===== src/rtl/regfile_scoreboard.sv =====
// Decode-stage register file with per-register pending-write counters.
// Readers stall on any in-flight writer; write-back bypasses into the read ports.
module regfile_scoreboard (
  input  logic        clk_i,
  input  logic        rst_n_i,
  input  logic [4:0]  rs_addr_i,
  input  logic [4:0]  rt_addr_i,
  input  logic        rs_used_i,
  input  logic        rt_used_i,
  output logic [31:0] rs_data_o,
  output logic [31:0] rt_data_o,
  input  logic        issue_valid_i,
  input  logic        issue_regwrite_i,
  input  logic [4:0]  issue_dst_i,
  input  logic        wb_regwrite_i,
  input  logic [4:0]  wb_dst_i,
  input  logic [31:0] wb_data_i,
  output logic        stall_o,
  output logic [31:0] busy_o,
  output logic        err_o
);

  logic [31:0] regFile_q [32];
  logic [1:0]  cnt_q [32];
  logic [1:0]  cnt_d [32];
  logic        err_q, err_d;

  logic        wr, iss;
  logic        rsHit, rtHit;
  logic [1:0]  effRs, effRt;
  logic        hzRs, hzRt;

  assign wr    = wb_regwrite_i & (wb_dst_i != 5'd0);
  assign rsHit = wr & (wb_dst_i == rs_addr_i);
  assign rtHit = wr & (wb_dst_i == rt_addr_i);

  assign rs_data_o = (rs_addr_i == 5'd0) ? 32'd0 :
                     rsHit ? wb_data_i : regFile_q[rs_addr_i];
  assign rt_data_o = (rt_addr_i == 5'd0) ? 32'd0 :
                     rtHit ? wb_data_i : regFile_q[rt_addr_i];

  // A retiring write to the operand frees one count this very cycle.
  assign effRs   = cnt_q[rs_addr_i] - {1'b0, rsHit};
  assign effRt   = cnt_q[rt_addr_i] - {1'b0, rtHit};
  assign hzRs    = rs_used_i & (rs_addr_i != 5'd0) & (effRs != 2'd0);
  assign hzRt    = rt_used_i & (rt_addr_i != 5'd0) & (effRt != 2'd0);
  assign stall_o = hzRs | hzRt;

  assign iss = issue_valid_i & ~stall_o & issue_regwrite_i & (issue_dst_i != 5'd0);

  always_comb begin
    for (int n = 0; n < 32; n++) cnt_d[n] = cnt_q[n];
    err_d = err_q;
    // Issue and retire to the same register cancel; otherwise they touch distinct counters.
    if (!(iss && wr && (issue_dst_i == wb_dst_i))) begin
      if (iss) begin
        if (cnt_q[issue_dst_i] == 2'd3) err_d = 1'b1;
        else cnt_d[issue_dst_i] = cnt_q[issue_dst_i] + 2'd1;
      end
      if (wr) begin
        if (cnt_q[wb_dst_i] == 2'd0) err_d = 1'b1;
        else cnt_d[wb_dst_i] = cnt_q[wb_dst_i] - 2'd1;
      end
    end
  end

  always_ff @(posedge clk_i or negedge rst_n_i) begin
    if (!rst_n_i) begin
      for (int n = 0; n < 32; n++) begin
        regFile_q[n] <= 32'd0;
        cnt_q[n]     <= 2'd0;
      end
      err_q <= 1'b0;
    end else begin
      if (wr) regFile_q[wb_dst_i] <= wb_data_i;
      for (int n = 0; n < 32; n++) cnt_q[n] <= cnt_d[n];
      err_q <= err_d;
    end
  end

  always_comb begin
    busy_o = 32'd0;
    for (int n = 1; n < 32; n++) busy_o[n] = (cnt_q[n] != 2'd0);
  end

  assign err_o = err_q;

endmodule


===== config.mk =====
export PLATFORM = sky130hd
export DESIGN_NAME = regfile_scoreboard
export DESIGN_NICKNAME = d
export VERILOG_FILES = /design/src/rtl/regfile_scoreboard.sv
export SDC_FILE = /design/constraint.sdc
export NUM_CORES = 2
export LEC_CHECK = 0
export ABC_AREA = 0
export BUFFER_PORTS_ARGS = -buffer_cell sky130_fd_sc_hd__buf_2
export CAP_MARGIN = 20
export CORE_ASPECT_RATIO = 0.75
export CORE_MARGIN = 2
export CORE_UTILIZATION = 39
export CTS_CLUSTER_SIZE = 40
export DETAILED_ROUTE_END_ITERATION = 10
export SLEW_MARGIN = 20
export SYNTH_ARGS = -nofsm -noshare
export SYNTH_HDL_FRONTEND = slang
export SYNTH_SLANG_ARGS = --single-unit

===== constraint.sdc =====
create_clock -name clk_i -period 5.9 [get_ports clk_i]
set_input_delay 1.18 -clock clk_i [delete_from_list [all_inputs] [get_ports clk_i]]
set_output_delay 1.18 -clock clk_i [all_outputs]
set_load 0.02 [all_outputs]

==> run metrics <==
final setup vio count 0; final setup skew 12.8 ps; crit path cell chain buf_8 -> buf_12 -> buf_4 -> mux4_2 -> mux4_2 -> mux2i_1 -> a211oi_1 -> buf_2; vias 39700; CTS Buf Count 107; first-pass GRT wire length 289000 um; beginning of the worst hold path regFile_q[1015]$_DFFE_PN0P_; critical path's largest stage delay 530 ps; nets@finish 4019; # resized after CTS 0; synthesized instance count 4038; Port-buffer cells 155; Cell variety after synth 49; Clock Latency Late Sink 740 ps; Net Count, Synth 4099; row count 125; post-CTS setup buffer count 0; crit path time final 5070 ps; hold-fix buffers at CTS 0; Routed WL 197000 um; full die area 0.160 mm^2; post-detailed-route via-to-cell ratio 6.46; EDFF count, synth 0; leading area contributor after synthesis dfrtp_1; initial antenna violation count 10; max-slew violations 0; Tcrit/Tclk final 86.0%; FF-to-FF path depth 9; root buffer cell clkbuf_16; Leak 28.5 nW; CTS tree yes; min-delay worst type reg2reg; Routed Antenna Nets 0; die width 462 um; most frequent cells in the layout dfrtp_1, mux2_2, mux4_2, a211oi_1, buf_2; Peak VDD IR 265 uV; Syn-to-layout area delta 11.5%; Area contributors post-synth dfrtp_1, mux4_2, mux2_2; crit path kind in2out; RSZ-0062 raised after global routing false; final hold viol count 0; Critical Path Fanout Max 47; commonest non-fill, non-tap cell in the layout dfrtp_1; CP arrival 3890 ps; yosys warns 0; Crit Reg-Reg Startpoint cnt_q[53]$_DFFE_PN0N_; H-tree depth 3; Starting Density 39.4%; # fillers 13900; cell mode on critical path mux4_2; status finished clean; RR Endpoint cnt_q[31]$_DFFE_PN0N_; Final HPWL DP 113000 um; asr flop ratio synth 100%; slowest CP cell mux4_2; Yosys top cell area share 44.5%; maximum clock insertion buffer count 3; largest net degree at the start of global routing 167; vias in the first global route 39500; Avg WL per Cell 32.1 um; Worst R2R Setup Slack 2320 ps; Final WS setup 826 ps; Yosys reg bits 1089; DRT Pass-1 Iters 5; Worst-Margin Slew 1170 ps; 1st-iter DRT viols 4407; Startpoint Class input port; Worst Setup End Kind output pin; FMAX 0.197 GHz; Core Box Area 0.155 mm^2; setup TNS 0 ps; Avg Inst Size Synth 15.2 um^2; Synth Flop Type dfrtp_1; Synth Cell Area 0.0612 mm^2; pre-CTS setup slack 827 ps; grt ovf 0; maximum capacitance violations 0; routability cong. 0.927; Hold Path End regFile_q[1015]$_DFFE_PN0P_; post-route DRC violation count 0; worst hold stages 0; PD cells 356 mW/mm^2; max_slew headroom 22.2%; share of cells above drive strength 1 55.3%; All-Layer GR Usage 24.6%; register area share after synthesis 44.5%; die height 347 um; clk sinks 1089; clock slew seen by the registers of the worst setup and hold paths 60 ps; worst endpoint required time 4720 ps; # IOs 157
## per-layer routing
layer  vias up  GRT usage (%)  wire [um]
met5         -          0.151         26
met4         4           6.34       5050
met3       289           5.31      16300
met2      1732           35.9      88100
met1     21900           37.1      87600
li1      15800              -          -
## worst max-delay path, delay by kind of cell
family | cells | cell delay (ps)
mux | 3 | 1200
buf+inv | 4 | 1280
compound gates | 1 | 150
## registers in the layout (all words and copies together) (netlist names)
name       cells
cnt_q         64
err_o          1
regFile_q   1024
## metrics by stage
| stage | area (um^2) | total power [mW] | hold slack, ps | util, % | instances |
|---|---|---|---|---|---|
| floorplan | 61200 | 14.7 | 441 | - | 4038 |
| global route | 68300 | 25.4 | 407 | 43.9 | 6143 |
| detailed placement | 64500 | 16.9 | 383 | 41.5 | 5943 |
| global placement | 64500 | 16.7 | 377 | 41.5 | 5942 |
| CTS | 68200 | 24.4 | 397 | 43.9 | 6140 |
| finish | 68300 | 24.3 | 394 | 43.9 | 6144 |
## Yosys cell counts, types with 3 or more instances
cell type,count
a211oi_1,189
a21oi_1,9
a22oi_1,20
and3_1,7
and3b_1,6
buf_1,91
buf_2,45
buf_4,4
buf_6,8
clkbuf_1,332
dfrtp_1,1089
inv_1,3
mux2_2,995
mux2i_1,95
mux4_2,690
nand2_1,37
nand2b_1,4
nand3_1,13
nand3b_1,7
nand4_1,6
nor2_1,141
nor2b_1,7
nor3_1,86
nor3b_1,9
o32a_1,60
or2_2,34
or3_1,4
or3b_2,6
xnor2_1,6
xor2_1,9
## where the power goes
part	switching, mW	leakage [nW]	internal, mW	total (mW)
combinational	2.85	12.7	3.58	6.43
sequential	1.45	14.0	8.99	10.4
clock	3.15	1.86	4.27	7.42
## worst max-delay path by stage
stage | cells after the start | start | end
after global placement | 8 | rs_addr_i[3] | rs_data_o[21]
after detailed placement | 8 | rt_addr_i[0] | rt_data_o[7]
after CTS | 8 | rt_addr_i[0] | rt_data_o[7]
final | 8 | rt_addr_i[0] | rt_data_o[28]
after global routing | 8 | rt_addr_i[0] | rt_data_o[28]
after floorplan | 8 | rs_addr_i[0] | rs_data_o[23]
## layout make-up
type | instances | area (um^2) | area share [%]
timing repair buffer | 291 | 2320 | 3.40
clock buffer | 150 | 3130 | 4.59
clock inverter | 47 | 609 | 0.892
tap | 2095 | 2620 | 3.84
inverter | 4 | 21.3 | 0.0311
multi-input combinational | 2465 | 32300 | 47.3
sequential | 1089 | 27300 | 39.9
antenna | 3 | 7.51 | 0.0110
## cells by family after synthesis
group / Yosys count / synth area share [%]
mux: 1781 / 45.2
flops: 1089 / 44.5
buf+inv: 484 / 3.18
simple gates: 370 / 2.96
compound gates: 296 / 3.86
xor+xnor: 15 / 0.215
fa+ha+maj: 2 / 0.0409
other cells: 1 / 0.00612
No activity file was read; power rests on OpenSTA's default activity.
